[src/rtl/uart_pkg.sv]
// Shared UART definitions: transmit FSM states, frame shape and the baud
// divisor helper used by both the transmit and receive paths.
package uart_pkg;

    typedef enum logic [1:0] {
        IDLE  = 2'd0,
        START = 2'd1,
        DATA  = 2'd2,
        STOP  = 2'd3
    } tx_state_e;

    localparam int DATA_BITS = 8;
    localparam int STOP_BITS = 1;

    // Round up so the line is never faster than the requested baud rate.
    function automatic int calc_clk_per_bit(input int clk_rate, input int baud_rate);
        return (clk_rate + baud_rate - 1) / baud_rate;
    endfunction

endpackage

[src/rtl/byte_fifo.sv]
// Single-clock byte FIFO with occupancy count; depth must be a power of two
// so the pointers wrap without extra logic.
module byte_fifo
    import uart_pkg::*;
#(
    parameter int DEPTH = 16,
    parameter int AW    = $clog2(DEPTH)
) (
    input  logic                 clk,
    input  logic                 rst,
    input  logic                 push,
    input  logic [DATA_BITS-1:0] push_data,
    input  logic                 pop,
    output logic [DATA_BITS-1:0] pop_data,
    output logic                 full,
    output logic                 empty,
    output logic [AW:0]          count
);

    localparam logic [AW:0] DEPTH_C = (AW+1)'(DEPTH);

    logic [DATA_BITS-1:0] mem_r [DEPTH];
    logic [AW-1:0]        wr_ptr_r;
    logic [AW-1:0]        rd_ptr_r;
    logic [AW:0]          count_r;
    logic                 full_s;
    logic                 empty_s;
    logic                 push_ok_s;
    logic                 pop_ok_s;

    assign full_s    = (count_r == DEPTH_C);
    assign empty_s   = (count_r == {(AW+1){1'b0}});
    assign push_ok_s = push && !full_s;
    assign pop_ok_s  = pop && !empty_s;

    // Storage array; contents need no reset because count gates every read.
    always_ff @(posedge clk) begin
        if (push_ok_s) begin
            mem_r[wr_ptr_r] <= push_data;
        end
    end

    // Pointer and occupancy bookkeeping.
    always_ff @(posedge clk or negedge rst) begin
        if (!rst) begin
            wr_ptr_r <= {AW{1'b0}};
            rd_ptr_r <= {AW{1'b0}};
            count_r  <= {(AW+1){1'b0}};
        end else begin
            if (push_ok_s) begin
                wr_ptr_r <= wr_ptr_r + 1'b1;
            end
            if (pop_ok_s) begin
                rd_ptr_r <= rd_ptr_r + 1'b1;
            end
            case ({push_ok_s, pop_ok_s})
                2'b10:   count_r <= count_r + 1'b1;
                2'b01:   count_r <= count_r - 1'b1;
                default: count_r <= count_r;
            endcase
        end
    end

    assign pop_data = mem_r[rd_ptr_r];
    assign full     = full_s;
    assign empty    = empty_s;
    assign count    = count_r;

endmodule

[src/rtl/uart_tx_buffered.sv]
// Buffered 8N1 UART transmitter: bytes queue in a FIFO and are sent LSB first,
// back-to-back with no idle gap while data is waiting and block is low.
module uart_tx_buffered
    import uart_pkg::*;
#(
    parameter int CLK_RATE         = 50000000,
    parameter int SERIAL_BAUD_RATE = 500000,
    parameter int CLK_PER_BIT      = calc_clk_per_bit(CLK_RATE, SERIAL_BAUD_RATE),
    parameter int FIFO_DEPTH       = 16,
    parameter int FIFO_AW          = $clog2(FIFO_DEPTH)
) (
    input  logic               clk,
    input  logic               rst,
    input  logic               wr_en,
    input  logic [7:0]         wr_data,
    input  logic               block,
    output logic               full,
    output logic [FIFO_AW:0]   fifo_count,
    output logic               overflow,
    output logic               tx,
    output logic               busy
);

    localparam int                 CNT_W    = $clog2(CLK_PER_BIT);
    localparam logic [CNT_W-1:0]   BIT_LAST = CNT_W'(CLK_PER_BIT - 1);
    localparam logic [2:0]         IDX_LAST = 3'(DATA_BITS - 1);

    tx_state_e            state_r;
    logic [CNT_W-1:0]     cnt_r;
    logic [2:0]           idx_r;
    logic [7:0]           shift_r;
    logic                 tx_r;
    logic                 overflow_r;
    logic                 bit_end_s;
    logic                 start_ok_s;
    logic                 pop_s;
    logic [7:0]           pop_data_s;
    logic                 fifo_full_s;
    logic                 fifo_empty_s;
    logic [FIFO_AW:0]     fifo_count_s;

    byte_fifo #(
        .DEPTH (FIFO_DEPTH),
        .AW    (FIFO_AW)
    ) u_fifo (
        .clk       (clk),
        .rst       (rst),
        .push      (wr_en),
        .push_data (wr_data),
        .pop       (pop_s),
        .pop_data  (pop_data_s),
        .full      (fifo_full_s),
        .empty     (fifo_empty_s),
        .count     (fifo_count_s)
    );

    assign bit_end_s  = (cnt_r == BIT_LAST);
    assign start_ok_s = !fifo_empty_s && !block;

    // A new frame may only be launched from IDLE or on the final STOP cycle.
    always_comb begin
        pop_s = 1'b0;
        if (start_ok_s && (state_r == IDLE)) begin
            pop_s = 1'b1;
        end else if (start_ok_s && (state_r == STOP) && bit_end_s) begin
            pop_s = 1'b1;
        end else begin
            pop_s = 1'b0;
        end
    end

    // Dropped writes are judged against full as it stood before the edge.
    always_ff @(posedge clk or negedge rst) begin
        if (!rst) begin
            overflow_r <= 1'b0;
        end else begin
            overflow_r <= wr_en && fifo_full_s;
        end
    end

    // Transmit FSM with registered line output.
    always_ff @(posedge clk or negedge rst) begin
        if (!rst) begin
            state_r <= IDLE;
            cnt_r   <= {CNT_W{1'b0}};
            idx_r   <= 3'd0;
            shift_r <= 8'h00;
            tx_r    <= 1'b1;
        end else begin
            case (state_r)
                IDLE: begin
                    cnt_r <= {CNT_W{1'b0}};
                    if (pop_s) begin
                        shift_r <= pop_data_s;
                        state_r <= START;
                        tx_r    <= 1'b0;
                    end else begin
                        tx_r    <= 1'b1;
                    end
                end
                START: begin
                    if (bit_end_s) begin
                        cnt_r   <= {CNT_W{1'b0}};
                        idx_r   <= 3'd0;
                        state_r <= DATA;
                        tx_r    <= shift_r[0];
                    end else begin
                        cnt_r   <= cnt_r + 1'b1;
                    end
                end
                DATA: begin
                    if (bit_end_s) begin
                        cnt_r <= {CNT_W{1'b0}};
                        if (idx_r == IDX_LAST) begin
                            state_r <= STOP;
                            tx_r    <= 1'b1;
                        end else begin
                            idx_r   <= idx_r + 3'd1;
                            shift_r <= {1'b0, shift_r[7:1]};
                            tx_r    <= shift_r[1];
                        end
                    end else begin
                        cnt_r <= cnt_r + 1'b1;
                    end
                end
                STOP: begin
                    if (bit_end_s) begin
                        cnt_r <= {CNT_W{1'b0}};
                        if (pop_s) begin
                            shift_r <= pop_data_s;
                            state_r <= START;
                            tx_r    <= 1'b0;
                        end else begin
                            state_r <= IDLE;
                            tx_r    <= 1'b1;
                        end
                    end else begin
                        cnt_r <= cnt_r + 1'b1;
                    end
                end
                default: begin
                    state_r <= IDLE;
                    cnt_r   <= {CNT_W{1'b0}};
                    tx_r    <= 1'b1;
                end
            endcase
        end
    end

    assign tx         = tx_r;
    assign overflow   = overflow_r;
    assign full       = fifo_full_s;
    assign fifo_count = fifo_count_s;
    assign busy       = (state_r != IDLE) || !fifo_empty_s;

endmodule

[config.mk]
export PLATFORM = sky130hd
export DESIGN_NAME = uart_tx_buffered
export DESIGN_NICKNAME = d
export VERILOG_FILES = /design/src/rtl/uart_pkg.sv /design/src/rtl/byte_fifo.sv /design/src/rtl/uart_tx_buffered.sv
export SDC_FILE = /design/constraint.sdc
export NUM_CORES = 1
export LEC_CHECK = 0
export CAP_MARGIN = 20
export CORE_MARGIN = 4
export CORE_UTILIZATION = 35
export DETAILED_ROUTE_END_ITERATION = 8
export SLEW_MARGIN = 20
export SYNTH_ARGS = -nofsm -noshare
export SYNTH_HDL_FRONTEND = slang
export SYNTH_SLANG_ARGS = --single-unit
[constraint.sdc]
create_clock -name clk -period 5 [get_ports clk]
set_input_delay 1.25 -clock clk [delete_from_list [all_inputs] [get_ports clk]]
set_output_delay 1.25 -clock clk [all_outputs]
set_load 0.02 [all_outputs]
; Word level (Yosys, flattened, before mapping)
; Memories as Yosys holds them, arrays and structs flattened.
; Cells that the tools add are included.
[word_totals]
elab_cells = 81
memories = 1
ramBits = 128
register_bits = 35
output_inout_bits = 9
[op_classes]
n_mux = 29
n_addsub = 6
reduce_logical = 22
n_eq_ne = 14
[mem_list]
columns = memory, words, width, read_ports, rd_clocked_by_memory_dff, write_ports, line_no
row1 = u_fifo.mem_r, 16, 8, 1, 0, 1, byte_fifo.sv:22  ; logic [DATA_BITS-1:0] mem_r [DEPTH];
[op_table]
columns = cell, count
row1 = 8-bit 2-to-1 mux, 4
row2 = 8-bit one-hot mux with 3 select lines, 1
row3 = 7-bit one-hot mux with 2 select lines, 1
row4 = 1-bit 2-to-1 mux, 10
row5 = 2-bit 2-to-1 mux, 5
row6 = 2-bit != test (second input constant), 5
row7 = 5-bit one-hot mux with 2 select lines, 1
row8 = 3-bit 2-to-1 mux, 3
row9 = 4-bit by 1-bit adder with 4-bit output (second input constant), 2
row10 = 2-bit one-hot mux with 4 select lines, 1
row11 = 4-bit AND reduction, 2
row12 = 7-bit by 1-bit adder with 7-bit output (second input constant), 1
row13 = 7-bit equality test (second input constant), 1
row14 = 1-bit logical AND, 7
row15 = 7-bit 2-to-1 mux, 1
row16 = 2-bit equality test (second input constant), 3
row17 = 3-bit one-hot mux with 2 select lines, 1
row18 = 2-bit nonzero test, 3
row19 = 5-bit by 1-bit adder with 5-bit output (second input constant), 1
row20 = 5-bit equality test (second input constant), 1
row21 = 5-bit logical NOT, 1
row22 = 5-bit AND reduction, 1
row23 = 5-bit by 1-bit subtractor with 5-bit output (second input constant), 1
row24 = 2-bit by 1-bit equality test with 1-bit output (second input constant), 2
row25 = other kinds (10), 12

; Depth between registers and ports, before layout
; Gate-level depths: netlist (run 1).
[depth]
word_depth = 10
depth_mapped = 14
ltp_nobuf = 13

; By module
; A second synthesis (run 1) with hierarchy kept.
[unflattened]
hier_cells = 466
area_unflattened_um2 = 7053.0
[modules_own_cells]
columns = module, area_per_inst_um2, seq_area_each_um2, cells_per_inst, instances
row1 = byte_fifo, 5779.3, 4169.0, 332, 1
row2 = uart_tx_buffered, 1273.7, 551.8, 134, 1

; Worst setup path after synthesis (run 1)
; No wires, ideal clock.
[synth_timing]
path_kind = input to register
from = input port block
to = register u_fifo.count_r[4] (netlist: u_fifo.count[4])
path_stages = 11
slack_ps = 2013
n_path_buf = 1
arrival_ps = 2907
setup_time_ps = 80
path_cell_list = a211oi_1 > nand2_1 > inv_1 > ha_1 > clkbuf_1 > xor2_1 > ha_1 > and3b_1 > o21ai_0 > a31oi_1 > xnor2_1
[synth_between]
elab_chain_len = 9
[synth_rtl]
columns = item, line_no
row1 = from (decl), uart_tx_buffered.sv:16  ; input logic block,
row2 = 1-bit logical NOT *, uart_tx_buffered.sv:58  ; assign start_ok_s = !fifo_empty_s && !block;
row3 = 1-bit logical AND *, uart_tx_buffered.sv:58
row4 = 1-bit logical AND (2 in a row), uart_tx_buffered.sv:65  ; end else if (start_ok_s && (state_r == STOP) && bit_end_s) begin
row5 = 1-bit 2-to-1 mux, uart_tx_buffered.sv:65
row6 = 1-bit 2-to-1 mux *, uart_tx_buffered.sv:63  ; if (start_ok_s && (state_r == IDLE)) begin
row7 = 1-bit logical AND *, byte_fifo.sv:34  ; assign pop_ok_s = pop && !empty_s;
row8 = net u_fifo.pop_ok_s, byte_fifo.sv:29  ; logic pop_ok_s;
row9 = 2-bit by 1-bit equality test with 1-bit output or 2-bit equality test (tied branches), byte_fifo.sv:56  ; case ({push_ok_s, pop_ok_s})
row10 = 5-bit one-hot mux with 2 select lines or 2-bit nonzero test (tied branches), -
row11 = to (signal assigned), byte_fifo.sv:57  ; 2'b10: count_r <= count_r + 1'b1;
row12 = to (signal assigned), byte_fifo.sv:58  ; 2'b01: count_r <= count_r - 1'b1;
row13 = to (signal assigned), byte_fifo.sv:59  ; default: count_r <= count_r;
row14 = to (decl), byte_fifo.sv:25  ; logic [AW:0] count_r;
; The timed path passes the listed nets; every way through them passes the cells marked *.
; A chain may end at the register's enable or synchronous reset.

; Final worst setup path (run 1)
[layout_timing]
from = register u_fifo.count_r[1] (netlist: u_fifo.count[1])
to = output port full
[layout_between]
elab_chain_len = 1
[layout_rtl]
columns = item, line_no
row1 = from (signal assigned), byte_fifo.sv:48  ; count_r <= {(AW+1){1'b0}};
row2 = from (signal assigned), byte_fifo.sv:57
row3 = from (signal assigned), byte_fifo.sv:58
row4 = 5-bit equality test, byte_fifo.sv:31  ; assign full_s = (count_r == DEPTH_C);
row5 = to (decl), uart_tx_buffered.sv:17  ; output logic full,
; No other way between the ends.

==> results.sh, run 1 <==
export IMPL_drtIter0Drc=250
export IMPL_yosysMostFrequentCell="edfxtp_1"
export IMPL_cp_arrival_ps=2370
export IMPL_required_ps=3750
export IMPL_antenna_found_initial=0
export IMPL_vias=3672
export IMPL_peakVddDrop_uv=275
export IMPL_reg2regPathDepth=11
export IMPL_antenna_diode_count=0
export IMPL_synthFlopType="edfxtp_1"
export IMPL_core_rowCount=51
export IMPL_die_height_um=149
export IMPL_core_mm2=0.0195
export IMPL_power_density_mw_per_mm2=560
export IMPL_post_cts_buffers=0
export IMPL_synth_distinct_cells=44
export IMPL_die_area_mm2=0.0221
export IMPL_p_int_mw=3.04
export IMPL_final_nets=478
export IMPL_port_buffers=20
export IMPL_cp_num_buf_inv=2
export IMPL_grt_start_max_net_pins=36
export IMPL_ys_top_cells_by_area="edfxtp_1 55%, dfrtp_1 12%, mux4_2 10%"
export IMPL_cts_inserted_buffers=17
export IMPL_endpoint_kind="output pin"
export IMPL_cts_tree="built"
export IMPL_die_width_um=149
export IMPL_synth_edf_count=128
export IMPL_slew_headroom=0.360
export IMPL_path_depth=4
export IMPL_track_usage=0.130
export IMPL_skew_ps=7.19
export IMPL_synthMuxAreaShare=0.109
export IMPL_worst_path_dominant_cell_family="simple AND/OR/NAND/NOR gates"
export IMPL_finalCritPeriodShare=0.723
export IMPL_combPwrFrac=0.300
export IMPL_yosysSeqAreaShare=0.681
export IMPL_synth_cells=425
export IMPL_fin_util=0.411
export IMPL_avgSynthCellArea_um2=16.3
export IMPL_dp_hpwl_um=8530
export IMPL_wl_per_cell_um=18.5
export IMPL_cp_start_kind="flip-flop"
export IMPL_ant_nets=0
export IMPL_status="complete, no violations"
export IMPL_critPathMaxStageDelay_ps=650
export IMPL_worst_slew_pin_slew_ps=957
export IMPL_drt_total_wl_um=13400
export IMPL_ys_async_sr_fraction=0.215
export IMPL_synth_warnings=0
export IMPL_cts_hold_buffers_added=0
export IMPL_dp_cells=696
export IMPL_setup_tns_ps=0
export IMPL_grt_pass1_vias=3817
export IMPL_crit_type="reg2out"
export IMPL_root_buffer="clkbuf_16"
export IMPL_initial_core_util=0.356
export IMPL_clkPwrFrac=0.288
export IMPL_cts_resized=0
export IMPL_area_growth_pct=15.3
export IMPL_pwr_share_seq=0.411
export IMPL_synth_xor_area_share=0.0215
export IMPL_max_freq_mhz=277
export IMPL_drive_above_1_share=0.182
export IMPL_path_max_fanout=9
export IMPL_synthAdderAreaFrac=0.0289
export IMPL_ys_ff_latch=163
export IMPL_rsz0062_at_grt="false"
export IMPL_drv_slew=0
export IMPL_worstPathCellList="nor4_1, nand2_1, inv_1, clkdlybuf4s50_1"
export IMPL_setup_viol=0
export IMPL_holdCritPathClass="reg2reg"
export IMPL_max_cap_viol_count=0
export IMPL_fin_crit_ps=3620
export IMPL_cts_buffer_depth=2
export IMPL_num_fill_cells=1744
export IMPL_synth_compound_area_frac=0.0630
export IMPL_syn_nets=453
export IMPL_multi_input_area_mm2=0.00208
export IMPL_syn_area_mm2=0.00693
export IMPL_p_leak_nw=2.76
export IMPL_layout_area_seq_mm2=0.00472
export IMPL_finalHoldViolations=0
export IMPL_h_tree_depth=4
export IMPL_synthSimpleGateAreaFrac=0.0783
export IMPL_final_cells=727
export IMPL_gpl_final_weighted_congestion=0.711
export IMPL_cts_sinks=163
export IMPL_first_pass_iters=5
export IMPL_clk_pin_slew_ps=60
export IMPL_drc=0
export IMPL_power_switching_mw=1.43
export IMPL_swShare=0.320
export IMPL_grt_pass1_wl_um=21600
export IMPL_slowest_stage="nor4_1"
export IMPL_synth_top_cell_by_area="edfxtp_1"
export IMPL_io_pins=21
export IMPL_routed_via_density=5.05
export IMPL_synth_top_family_by_area="multiplexers"
export IMPL_grt_overflow=0
export IMPL_synth_commonest_cells="128 x edfxtp_1, 34 x dfrtp_1, 32 x mux4_2, 32 x nor2_1, 24 x nand2_1"
export IMPL_min_path_cells=1
export IMPL_synth_top_area_share=0.555
export IMPL_clk_latency_ps=420
[state kept, by name (all words and copies together), names as in the netlist]
name	count
u_fifo.mem_r	128
idx_r	3
tx	1
u_fifo.rd_ptr_r	4
u_fifo.count	5
overflow	1
u_fifo.wr_ptr_r	4
cnt_r	7
state_r	2
shift_r	8
[placed cells by master, fill, tap and decap left out, drive strengths merged, types with 7 or more instances in the layout]
master	synthesis	final
nand2	24	24
nor2	33	33
and3	9	9
a221oi	9	9
buf	9	7
xnor2	10	10
dfrtp	34	34
xor2	7	7
o21ai	21	21
nor2b	13	13
mux4	32	32
ha	16	16
clkdlybuf4s50	0	19
nor3	7	7
edfxtp	128	128
inv	10	16
a22o	16	16
clkbuf	11	18
[per-stage QoR]
stage                     cell area, um2  power (mW)  hold slack, ps  setup WS (ps)
after floorplan                     6930        2.84             425           2010
after global placement              7410        3.20             442           1180
after detailed placement            7410        3.24             458           1160
after CTS                           7990        4.53             466           1370
after global routing                7990        4.74             481           1230
final                               7990        4.48             462           1380
[worst reg2reg max path, cell delays in order, from the launching register on]
cell	delay (ps)
dfrtp_1	470
nor4_1	650
a211oi_1	170
nand2_1	390
inv_1	200
ha_1	340
xor2_1	190
ha_1	220
and3b_1	170
o21ai_0	150
a31oi_1	120
xnor2_1	130
[power by group through the flow]
stage | clock network, mW | logic [mW] | registers [mW]
global route | 1.37 | 1.50 | 1.87
CTS | 1.32 | 1.37 | 1.84
global placement | 0 | 1.35 | 1.85
detailed placement | 0 | 1.37 | 1.87
finish | 1.29 | 1.34 | 1.84
floorplan | 0 | 1.01 | 1.83
[worst paths after layout]
path / from / endpoint / slack (ps)
setup / recovery: u_fifo.count[1] / full / 1380
hold reg to reg: cnt_r[0] / cnt_r[0] / 460
min in group asynchronous: rst / cnt_r[0] / 920
setup reg to reg: u_fifo.count[1] / u_fifo.count[4] / 1690
hold / removal: cnt_r[0] / cnt_r[0] / 460
max in group asynchronous: rst / u_fifo.rd_ptr_r[0] / 3530
[cell families (layout without fill, tap and decap cells)]
logic type      count (synthesis)  after routing
compound gates                 59             59
flops                         163            163
mux                            35             35
fa+ha+maj                      16             16
simple gates                  105            105
buf+inv                        30             67
xor+xnor                       17             17
[routing by layer]
metal	vias to the layer above	wire length, um	share of wire	track usage
li1	1695	-	-	-
met1	1867	5980	0.45	0.168
met2	90	6640	0.49	0.212
met3	20	589	0.044	0.0371
met4	0	206	0.015	0.0416
met5	-	0	0	0
[area by class of cell]
| type | instances | share of cell area |
|---|---|---|
| clock buffers | 18 | 0.0537 |
| clock inverters | 13 | 0.0186 |
| inverters | 10 | 0.00470 |
| multi-input cells | 232 | 0.261 |
| flip-flops and latches | 163 | 0.591 |
| well taps | 265 | 0.0415 |
| repair buffers | 26 | 0.0301 |
(Power assumes the default switching activity.)
==> inputs of run 2 (changes only) <==
- clock period: 5 -> 3.1 ns (I/O delays scaled with it)
==> run 2 against run 1 <==
  * Critical path depth is 1 higher
  * Worst setup slack lost 1100 ps
  * Cell count rose by 3.3%
==> results.sh, run 2 (synthesis results as in run 1) <==
export IMPL_status="complete, no violations"
export IMPL_antenna_found_initial=0
export IMPL_die_width_um=149
export IMPL_drive_above_1_share=0.224
export IMPL_p_leak_nw=2.86
export IMPL_max_freq_mhz=349
export IMPL_max_cap_viol_count=0
export IMPL_path_max_fanout=7
export IMPL_peakVddDrop_uv=482
export IMPL_fin_crit_ps=2860
export IMPL_r2r_end="u_fifo.count[4]"
export IMPL_antenna_diode_count=0
export IMPL_dp_cells=720
export IMPL_ff2ff_setup_slack_ps=410
export IMPL_grt_pass1_wl_um=21900
export IMPL_required_ps=2320
export IMPL_cp_arrival_ps=2090
export IMPL_endpoint_kind="output pin"
export IMPL_core_mm2=0.0195
export IMPL_clk_pin_slew_ps=60
export IMPL_initial_core_util=0.356
export IMPL_cts_tree="built"
export IMPL_finalCritPeriodShare=0.924
export IMPL_worst_slew_pin_slew_ps=808
export IMPL_timing_rr_start="cnt_r[0]"
export IMPL_fin_area_mm2=0.00812
export IMPL_cts_buffer_depth=2
export IMPL_slew_headroom=0.461
export IMPL_post_cts_buffers=0
export IMPL_root_buffer="clkbuf_16"
export IMPL_setup_tns_ps=0
export IMPL_cts_resized=0
export IMPL_power_density_mw_per_mm2=881
export IMPL_track_usage=0.132
export IMPL_final_nets=502
export IMPL_skew_ps=9.45
export IMPL_setup_viol=0
export IMPL_clk_latency_ps=430
export IMPL_first_pass_iters=4
export IMPL_cts_sinks=163
export IMPL_drt_total_wl_um=13700
export IMPL_port_buffers=20
export IMPL_io_pins=21
export IMPL_largest_register="u_fifo.mem_r"
export IMPL_core_rowCount=51
export IMPL_drv_slew=0
export IMPL_die_area_mm2=0.0221
export IMPL_final_cell_mix="128 x edfxtp_1, 33 x dfrtp_1, 32 x nor2_1, 32 x mux4_2, 30 x buf_4"
export IMPL_holdCritPathClass="in2async"
export IMPL_final_cells=751
export IMPL_cts_hold_buffers_added=0
export IMPL_area_growth_pct=17.2
export IMPL_crit_type="reg2out"
export IMPL_rsz0062_at_grt="false"
export IMPL_reg2regPathDepth=12
export IMPL_reg_top3="u_fifo.mem_r (128), shift_r (8), cnt_r (7)"
export IMPL_cp_start_kind="flip-flop"
export IMPL_die_height_um=149
export IMPL_ant_nets=0
export IMPL_vias=3773
export IMPL_h_tree_depth=4
export IMPL_largest_register_ffs=128
export IMPL_cts_inserted_buffers=17
export IMPL_drc=0
export IMPL_grt_overflow=0
export IMPL_gpl_final_weighted_congestion=0.754
export IMPL_placed_area_mm2=0.00759
export IMPL_wl_per_cell_um=18.3
export IMPL_drtIter0Drc=188
export IMPL_grt_pass1_vias=3977
export IMPL_dp_hpwl_um=9060
export IMPL_layout_commonest_cell="edfxtp_1"
export IMPL_finalHoldViolations=0
export IMPL_grt_start_max_net_pins=36
export IMPL_routed_via_density=5.02
-- run 2: changes by cell type in the layout (fill, tap and decap cells not counted) --
| cell | previous run | this run |
|---|---|---|
| buf_4 | 6 | 30 |
| bufinv_16 | 2 | 0 |
| clkinv_1 | 2 | 1 |
| clkinv_2 | 0 | 2 |
| clkinv_4 | 1 | 3 |
| inv_8 | 2 | 1 |
-- run 2: area by class of cell --
| class | instances | area (um2) |
|---|---|---|
| Clock buffer | 18 | 429 |
| Clock inverter | 13 | 101 |
| Fill cell | 1752 | 11300 |
| Inverter | 10 | 37.5 |
| Multi-Input combinational cell | 232 | 2080 |
| Sequential cell | 163 | 4720 |
| Tap cell | 265 | 332 |
| Timing Repair Buffer | 50 | 420 |
-- run 2: power by group --
part / switching [mW] / leakage [nW] / total (mW) / internal, mW
logic: 1.13 / 1.02 / 2.21 / 1.08
registers: 0.333 / 1.58 / 3.06 / 2.72
clock network: 0.867 / 0.257 / 1.90 / 1.03
total: 2.32 / 2.86 / 7.16 / 4.83
-- run 2: worst max-delay path, cell delays in order, from the launching register on --
cell	delay, ps
dfrtp_1	450
nor4_1	320
buf_4	190
nand2_1	60
inv_1	50
clkdlybuf4s50_1	590
-- run 2: worst max path at each step --
stage / from / end / depth (start not counted)
floorplan: u_fifo.count[1] / u_fifo.count[4] / 14
global placement: block / u_fifo.count[4] / 11
detailed placement: block / u_fifo.count[4] / 11
CTS: u_fifo.count[2] / full / 5
global route: state_r[0] / u_fifo.count[4] / 13
finish: u_fifo.count[2] / full / 5
-- run 2: through the flow --
stage	utilization	power, mW	setup WS (ps)	hold WS, ps
floorplan	-	4.58	207	425
global placement	0.390	5.29	276	437
detailed placement	0.390	5.35	257	454
CTS	0.417	7.27	202	461
global route	0.417	7.60	102	499
finish	0.417	7.16	236	445
-- run 2: routing by layer --
| metal | track usage | part of all wire | up-vias |
|---|---|---|---|
| met5 | 0 | 0 | - |
| met4 | 0.0407 | 0.013 | 0 |
| met3 | 0.0322 | 0.044 | 16 |
| met2 | 0.218 | 0.50 | 74 |
| met1 | 0.175 | 0.45 | 1936 |
| li1 | - | - | 1747 |
